### src/rtl/calc_pkg.sv
// Shared types and constants for the binary-to-BCD result encoder.
//   enc_state_t : encoder FSM states
//   DIGIT_W     : bits per BCD digit / stream token
//   MINUS_CODE  : stream token that stands for the minus sign
package calc_pkg;

  localparam int unsigned DIGIT_W = 4;

  localparam logic [DIGIT_W-1:0] MINUS_CODE = 4'hA;

  typedef enum logic [1:0] {
    IDLE,
    CONVERT,
    FINISH,
    STREAM
  } enc_state_t;

endpackage

### src/rtl/bcd_result_encoder_if.sv
// Request/result/stream bundle between the calculator core, the encoder and
// the display driver.
//   start, value        : conversion request (value sampled when accepted)
//   ready, done         : encoder idle / one-cycle result-valid pulse
//   negative, digits,   : registered result (BCD magnitude, units in [3:0])
//   ndigits             :   and its significant digit count
//   dig_valid, dig_data,: token stream to the display, MS token first
//   dig_last, dig_ready
// master: the side that issues requests and consumes tokens.
// slave : the encoder.
interface bcd_result_encoder_if #(
  parameter int unsigned WIDTH = 16,
  parameter int unsigned NDIG  = 5
);
  import calc_pkg::*;

  logic                    start;
  logic [WIDTH-1:0]        value;
  logic                    ready;
  logic                    done;
  logic                    negative;
  logic [DIGIT_W*NDIG-1:0] digits;
  logic [2:0]              ndigits;
  logic                    dig_valid;
  logic [DIGIT_W-1:0]      dig_data;
  logic                    dig_last;
  logic                    dig_ready;

  modport master (
    output start, value, dig_ready,
    input  ready, done, negative, digits, ndigits,
           dig_valid, dig_data, dig_last
  );

  modport slave (
    input  start, value, dig_ready,
    output ready, done, negative, digits, ndigits,
           dig_valid, dig_data, dig_last
  );

endinterface

### src/rtl/dabble_step.sv
// One double-dabble iteration, purely combinational.
//   scratch_i : current BCD scratch, NDIG nibbles
//   bit_i     : next magnitude bit (MS first) to shift into the units nibble
//   scratch_o : scratch after add-3 on every nibble >= 5, then shift left 1
module dabble_step
  import calc_pkg::*;
#(
  parameter int unsigned NDIG = 5
) (
  input  logic [DIGIT_W*NDIG-1:0] scratch_i,
  input  logic                    bit_i,
  output logic [DIGIT_W*NDIG-1:0] scratch_o
);

  localparam int unsigned SCR_W = DIGIT_W * NDIG;

  logic [SCR_W-1:0] adj_c;

  // Pre-correct each nibble so the shift that follows carries into the next digit.
  always_comb begin
    adj_c = scratch_i;
    for (int k = 0; k < int'(NDIG); k++) begin
      if (scratch_i[k*DIGIT_W +: DIGIT_W] >= DIGIT_W'(5)) begin
        adj_c[k*DIGIT_W +: DIGIT_W] = scratch_i[k*DIGIT_W +: DIGIT_W] + DIGIT_W'(3);
      end
    end
  end

  assign scratch_o = {adj_c[SCR_W-2:0], bit_i};

endmodule

### src/rtl/bcd_result_encoder.sv
// Converts a signed binary calculator result into BCD display digits with a
// sequential double-dabble (one step per clock), then streams the sign and the
// significant digits, most significant first, to the display driver.
//   clk : rising-edge clock
//   RST : asynchronous, active-high reset
//   bus : bcd_result_encoder_if slave port (request, result, token stream)
module bcd_result_encoder
  import calc_pkg::*;
#(
  parameter int unsigned WIDTH = 16,
  parameter int unsigned NDIG  = 5
) (
  input  logic                 clk,
  input  logic                 RST,
  bcd_result_encoder_if.slave  bus
);

  localparam int unsigned SCR_W = DIGIT_W * NDIG;
  localparam int unsigned CNT_W = $clog2(WIDTH + 1);
  localparam int unsigned IDX_W = $clog2(NDIG + 1);
  localparam int unsigned ND_W  = 3;

  // Control state
  enc_state_t         state_q,     state_d;
  logic [CNT_W-1:0]   cnt_q,       cnt_d;
  logic [WIDTH-1:0]   mag_q,       mag_d;
  logic [SCR_W-1:0]   scratch_q,   scratch_d;
  logic               sign_q,      sign_d;
  logic [IDX_W-1:0]   tok_q,       tok_d;

  // Registered outputs
  logic               ready_q,     ready_d;
  logic               done_q,      done_d;
  logic               negative_q,  negative_d;
  logic [SCR_W-1:0]   digits_q,    digits_d;
  logic [ND_W-1:0]    ndigits_q,   ndigits_d;
  logic               dig_valid_q, dig_valid_d;
  logic [DIGIT_W-1:0] dig_data_q,  dig_data_d;
  logic               dig_last_q,  dig_last_d;

  logic [SCR_W-1:0]   step_c;
  logic [ND_W-1:0]    nd_fin_c;

  // Significant digit count: highest nonzero nibble index + 1, never below 1.
  function automatic logic [ND_W-1:0] sig_digits(input logic [SCR_W-1:0] v);
    sig_digits = ND_W'(1);
    for (int k = 1; k < int'(NDIG); k++) begin
      if (v[k*DIGIT_W +: DIGIT_W] != '0) begin
        sig_digits = ND_W'(k + 1);
      end
    end
  endfunction

  // Nibble select by token index (index == digit position, 0 = units).
  function automatic logic [DIGIT_W-1:0] pick(input logic [SCR_W-1:0] v,
                                               input logic [IDX_W-1:0] i);
    pick = '0;
    for (int k = 0; k < int'(NDIG); k++) begin
      if (IDX_W'(k) == i) begin
        pick = v[k*DIGIT_W +: DIGIT_W];
      end
    end
  endfunction

  dabble_step #(
    .NDIG (NDIG)
  ) u_step (
    .scratch_i (scratch_q),
    .bit_i     (mag_q[WIDTH-1]),
    .scratch_o (step_c)
  );

  assign nd_fin_c = sig_digits(scratch_q);

  // Next-state and next-output logic.
  // Token index: the sign slot sits at index ndigits, digits below it, so the
  // index doubles as the nibble position and the units digit is index 0.
  always_comb begin
    state_d     = state_q;
    cnt_d       = cnt_q;
    mag_d       = mag_q;
    scratch_d   = scratch_q;
    sign_d      = sign_q;
    tok_d       = tok_q;
    done_d      = 1'b0;
    negative_d  = negative_q;
    digits_d    = digits_q;
    ndigits_d   = ndigits_q;
    dig_valid_d = dig_valid_q;
    dig_data_d  = dig_data_q;
    dig_last_d  = dig_last_q;

    unique case (state_q)
      IDLE: begin
        if (bus.start && ready_q) begin
          sign_d    = bus.value[WIDTH-1];
          // Two's complement negate; the most negative value maps to 2**(WIDTH-1).
          mag_d     = bus.value[WIDTH-1] ? (~bus.value + WIDTH'(1)) : bus.value;
          scratch_d = '0;
          cnt_d     = '0;
          state_d   = CONVERT;
        end
      end

      CONVERT: begin
        scratch_d = step_c;
        mag_d     = {mag_q[WIDTH-2:0], 1'b0};
        cnt_d     = cnt_q + CNT_W'(1);
        if (cnt_q == CNT_W'(WIDTH - 1)) begin
          state_d = FINISH;
        end
      end

      FINISH: begin
        digits_d    = scratch_q;
        negative_d  = sign_q;
        ndigits_d   = nd_fin_c;
        done_d      = 1'b1;
        dig_valid_d = 1'b1;
        if (sign_q) begin
          tok_d      = IDX_W'(nd_fin_c);
          dig_data_d = MINUS_CODE;
          dig_last_d = 1'b0;
        end else begin
          tok_d      = IDX_W'(nd_fin_c - ND_W'(1));
          dig_data_d = pick(scratch_q, IDX_W'(nd_fin_c - ND_W'(1)));
          dig_last_d = (nd_fin_c == ND_W'(1));
        end
        state_d = STREAM;
      end

      STREAM: begin
        if (dig_valid_q && bus.dig_ready) begin
          if (dig_last_q) begin
            dig_valid_d = 1'b0;
            dig_data_d  = '0;
            dig_last_d  = 1'b0;
            state_d     = IDLE;
          end else begin
            tok_d      = tok_q - IDX_W'(1);
            dig_data_d = pick(digits_q, tok_q - IDX_W'(1));
            dig_last_d = (tok_q == IDX_W'(1));
          end
        end
      end

      default: begin
        state_d = IDLE;
      end
    endcase

    ready_d = (state_d == IDLE);
  end

  // State and output registers.
  always_ff @(posedge clk or posedge RST) begin
    if (RST) begin
      state_q     <= IDLE;
      cnt_q       <= '0;
      mag_q       <= '0;
      scratch_q   <= '0;
      sign_q      <= 1'b0;
      tok_q       <= '0;
      ready_q     <= 1'b1;
      done_q      <= 1'b0;
      negative_q  <= 1'b0;
      digits_q    <= '0;
      ndigits_q   <= ND_W'(1);
      dig_valid_q <= 1'b0;
      dig_data_q  <= '0;
      dig_last_q  <= 1'b0;
    end else begin
      state_q     <= state_d;
      cnt_q       <= cnt_d;
      mag_q       <= mag_d;
      scratch_q   <= scratch_d;
      sign_q      <= sign_d;
      tok_q       <= tok_d;
      ready_q     <= ready_d;
      done_q      <= done_d;
      negative_q  <= negative_d;
      digits_q    <= digits_d;
      ndigits_q   <= ndigits_d;
      dig_valid_q <= dig_valid_d;
      dig_data_q  <= dig_data_d;
      dig_last_q  <= dig_last_d;
    end
  end

  assign bus.ready     = ready_q;
  assign bus.done      = done_q;
  assign bus.negative  = negative_q;
  assign bus.digits    = digits_q;
  assign bus.ndigits   = ndigits_q;
  assign bus.dig_valid = dig_valid_q;
  assign bus.dig_data  = dig_data_q;
  assign bus.dig_last  = dig_last_q;

endmodule

### src/flat_wrapper.sv
// flat-port wrapper written by rule: the top's interface ports become plain ports
module bcd_result_encoder_flat import calc_pkg::*;
#(
  parameter int unsigned WIDTH = 16,
  parameter int unsigned NDIG  = 5
)
  (clk, RST, bus_start, bus_value, bus_dig_ready, bus_ready, bus_done, bus_negative, bus_digits, bus_ndigits, bus_dig_valid, bus_dig_data, bus_dig_last);
  bcd_result_encoder_if #(.WIDTH(WIDTH), .NDIG(NDIG)) bus_i ();
  input  logic clk;
  input  logic RST;
  input wire logic [$bits(bus_i.start)-1:0] bus_start;
  input wire logic [$bits(bus_i.value)-1:0] bus_value;
  input wire logic [$bits(bus_i.dig_ready)-1:0] bus_dig_ready;
  output wire logic [$bits(bus_i.ready)-1:0] bus_ready;
  output wire logic [$bits(bus_i.done)-1:0] bus_done;
  output wire logic [$bits(bus_i.negative)-1:0] bus_negative;
  output wire logic [$bits(bus_i.digits)-1:0] bus_digits;
  output wire logic [$bits(bus_i.ndigits)-1:0] bus_ndigits;
  output wire logic [$bits(bus_i.dig_valid)-1:0] bus_dig_valid;
  output wire logic [$bits(bus_i.dig_data)-1:0] bus_dig_data;
  output wire logic [$bits(bus_i.dig_last)-1:0] bus_dig_last;
  assign bus_i.start = bus_start;
  assign bus_i.value = bus_value;
  assign bus_i.dig_ready = bus_dig_ready;
  assign bus_ready = bus_i.ready;
  assign bus_done = bus_i.done;
  assign bus_negative = bus_i.negative;
  assign bus_digits = bus_i.digits;
  assign bus_ndigits = bus_i.ndigits;
  assign bus_dig_valid = bus_i.dig_valid;
  assign bus_dig_data = bus_i.dig_data;
  assign bus_dig_last = bus_i.dig_last;
  bcd_result_encoder #(.WIDTH(WIDTH), .NDIG(NDIG)) u_core (.clk(clk), .RST(RST), .bus(bus_i));
endmodule
### config.mk
export PLATFORM = sky130hd
export DESIGN_NAME = bcd_result_encoder_flat
export DESIGN_NICKNAME = d
export VERILOG_FILES = /design/src/rtl/calc_pkg.sv /design/src/rtl/bcd_result_encoder_if.sv /design/src/rtl/dabble_step.sv /design/src/rtl/bcd_result_encoder.sv /design/src/flat_wrapper.sv
export SDC_FILE = /design/constraint.sdc
export NUM_CORES = 1
export LEC_CHECK = 0
export BUFFER_PORTS_ARGS = -buffer_cell sky130_fd_sc_hd__buf_2
export CAP_MARGIN = 20
export CORE_MARGIN = 5
export CORE_UTILIZATION = 45
export DETAILED_ROUTE_END_ITERATION = 10
export GPL_ROUTABILITY_DRIVEN = 1
export PLACE_DENSITY = 0.73
export REMOVE_ABC_BUFFERS = 1
export SETUP_SLACK_MARGIN = 0.4
export SLEW_MARGIN = 20
export SYNTH_ARGS = -nofsm -noshare
export SYNTH_HDL_FRONTEND = slang
export SYNTH_SLANG_ARGS = --single-unit
### constraint.sdc
create_clock -name clk -period 3.2 [get_ports clk]
set_clock_uncertainty 0.05 [all_clocks]
set_input_delay 0.32 -clock clk [delete_from_list [all_inputs] [get_ports clk]]
set_output_delay 0.32 -clock clk [all_outputs]
set_load 0.005 [all_outputs]
==> impl_metrics.ini <==
[timing]
rsz0062_at_grt = true
timing.fmax_ghz = 0.355
period_share_pct = 88.0
hold_viol_final = 0
fin_crit_ns = 2.82
finalSetupViolations = 0
relSlewSlack_pct = 71.0
worst_slew_pin_slew_ns = 0.432
holdWs_ns = 0.199
setup_tns_ns = 0
finalMaxSlewViolations = 0

[floorplan]
start_util_pct = 45.8
die_x_um = 110
num_rows = 36
coreArea_um2 = 9730
dieHeight_um = 110
ioPinCount = 52
die_area_um2 = 12000

[synth]
synth_top_family_by_area = compound AO/OA/AOI/OAI gates
synth.top_cell.area_share_pct = 43.2
synth.most_common_cell = nand2_1
ys_seq_area_share_pct = 44.4
ys_seq_elements = 79
synthesis.area_um2 = 4460
postSynthCellCount = 502
synth.area.mux_share_pct = 0.701
synth.distinct_cells = 54
synth_xor_area_share_pct = 3.34
synthSimpleGateAreaFrac_pct = 17.9
yosysTopAreaCell = dfrtp_1
synthArstFlopShare_pct = 100
synth_area_leaders = dfrtp_1, nand2_1, o21ai_0
synth_ff_type = dfrtp_1
avgSynthCellArea_um2 = 8.89
synth_edf_count = 0
synth_fa_ha_area_share_pct = 6.73
yosys_warnings = 0
synth_compound_area_share_pct = 22.4
synth_common_cells = nand2_1, dfrtp_1, o21ai_0

[clocking]
cts_tree = built
cts_root_buf = clkbuf_8
clk_latency_ns = 0.37
numCtsBuffers = 9
cts_buffer_depth = 2
path_clk_slew_ns = 0.08
cts_sinks = 79
htreeDepth = 3

[power]
seqPwrFrac_pct = 35.3
p_leak_nw = 2.37
switching_share_pct = 44.7
clkPwrFrac_pct = 12.8
peakVddDrop_mv = 0.386
combPwrFrac_pct = 51.9
powerDensity_nw_per_um2 = 989
p_int_mw = 2.85
power.net_switching_mw = 2.31

[cells_and_area]
drive_gt1_share_pct = 21.8
nets = 602
fin_util_pct = 53.6
n_antenna_cell = 0
area_delta_synth_final_pct = 16.9
fillers = 873

[global_route]
grt_pass1_vias = 3828
grt_usage_pct = 19.8
grt_start_max_net_pins = 35
antenna_found_initial = 0
grt_pass1_wl_mm = 18.8
grt-ovfl-total = 0

[routing]
vias = 3907
drc = 0
vias_per_cell = 5.61
drt_iter0_drc = 291
drtPass1Iterations = 6
routedWlPerCell_um = 16.2
finalWirelength_mm = 11.3
final_antenna_net_count = 0

[worst_setup_path]
worst_path_most_repeated_cell = ha_4
crit_type = reg -> reg
cp_data_arrival_time_ns = 3.01
path_delay_family = compound AO/OA/AOI/OAI gates
cpPeakStageDelay_ns = 0.48
critPathLaunchType = register
critPathCaptureType = register
crit_chain = inv_2, ha_4, or3b_2, o21ai_2, and2_4, inv_1, ha_4, a21oi_1, a221oi_2, a211oi_2, a2111oi_2, a211o_1
critPathBufInv = 2
critPathMaxFanout = 8
crit_required_ns = 3.40
crit_slowest_cell = or3b_2

[min_path]
hp-class = in -> reg

[outcome]
outcome = completed

[placed_design]
routabilityCongestion = 0.967
place.detailed.hpwl_mm = 8.11
io_buffers = 51

[flow_run]
maxCapViolations = 0
## per-layer routing
metal | routed length, um | GRT usage (%) | vias up
li1 | - | - | 1886
met1 | 5020 | 26.3 | 1877
met2 | 5380 | 33.0 | 127
met3 | 714 | 3.88 | 17
met4 | 156 | 5.25 | 0
met5 | 0 | 0 | -
## cell type report
type	instances	area (um^2)	area share (%)
Multi-Input combinational cell	369	2370	45.5
Sequential cell	79	1980	37.9
Timing Repair Buffer	76	445	8.54
Tap cell	133	166	3.19
Clock buffer	11	131	2.52
Inverter	23	87.6	1.68
Clock inverter	5	35.0	0.672
## worst register-to-register path: stages (launching register included)
cell and delay (ns):
dfrtp_1 0.41, inv_2 0.10, ha_4 0.15, or3b_2 0.48, o21ai_2 0.18, and2_4 0.20, inv_1 0.08, ha_4 0.20
a21oi_1 0.23, a221oi_2 0.10, a211oi_2 0.18, a2111oi_2 0.06, a211o_1 0.28
## cell usage in the layout, fill, tap and decap left out, types with 4 or more instances in the layout
master      instances
o22ai_1            12
nand2_1            82
inv_2               5
o21ai_0            59
ha_4                4
a22oi_1             7
xnor2_1            11
clkinvlp_4          4
a21oi_1            35
nor2b_1             4
a22o_1              6
nand2b_1           11
ha_1               17
nand3_1             6
nor3b_1             9
buf_4              24
buf_2              51
inv_1              17
or3_1               4
clkbuf_8            9
dfrtp_1            77
nor2_1             25
xor2_1              6
o31ai_1             4
## logic make-up (layout without fill, tap and decap cells)
family                     Yosys count  count (layout)
DFF                                 79              79
AOI/OAI and AO/OA                  159             159
and+or+nand+nor                    166             166
adders and majority gates           24              24
muxes                                3               3
buffers and inverters               54             115
xor gates and xnor gates            17              17
## state kept, by name, summed over array words and instances, names as in the netlist
signal and count:
u_core.bus.digits 20, u_core.scratch_q 20, u_core.mag_q 16, u_core.cnt_q 5
u_core.bus.dig_data 4, u_core.bus.ndigits 3, u_core.tok_q 3, u_core.state_q 2
u_core.bus.dig_last 1, u_core.bus.dig_valid 1, u_core.bus.done 1, u_core.bus.negative 1
u_core.bus.ready 1, u_core.sign_q 1
## timing repair
| action | 4_1_cts | 5_1_grt |
|---|---|---|
| resized for setup | 15 | 11 |
| hold buffers | 1 | 0 |
| setup endpoints to repair | 4 | 4 |
| endpoints found under the hold margin | 18 | 0 |
| buffers inserted | 2 | 6 |
| pin swaps | 2 | 1 |
## final timing paths
check                                                   from                                  to  slack, ns  cells after the start
max reg2reg                  u_core.scratch_q[9]$_DFFE_PP0P_  u_core.bus.dig_data[0]$_DFFE_PP0P_       0.38                     12
max in group asynchronous                                RST   u_core.bus.ndigits[0]$_DFFE_PP1P_       1.93                      4
min                                             bus_value[0]         u_core.mag_q[0]$_DFFE_PP0P_       0.20                      3
min reg2reg                u_core.bus.ndigits[2]$_DFFE_PP0P_   u_core.bus.ndigits[2]$_DFFE_PP0P_       0.43                      2
max                          u_core.scratch_q[9]$_DFFE_PP0P_  u_core.bus.dig_data[0]$_DFFE_PP0P_       0.38                     12
min in group asynchronous                                RST        u_core.mag_q[15]$_DFFE_PP0P_       0.40                      3
## power by group through the flow
stage	combinational, mW	sequential, mW	clock [mW]
5_1_grt	3.00	1.88	0.715
4_1_cts	2.50	1.81	0.668
6_report	2.68	1.82	0.659
2_1_floorplan	1.64	1.73	0
3_5_place_dp	2.41	1.83	0
3_3_place_gp	2.34	1.81	0
## through the flow
stage / total power, mW / area [um^2] / cells / worst slack (ns)
finish: 5.16 / 5220 / 696 / 0.383
global route: 5.60 / 5220 / 696 / 0.289
detailed placement: 4.24 / 4890 / 671 / 0.0568
CTS: 4.98 / 5120 / 690 / 0.410
floorplan: 3.37 / 4340 / 471 / 0.322
global placement: 4.15 / 4890 / 671 / 0.202
(Power assumes the default switching activity.)
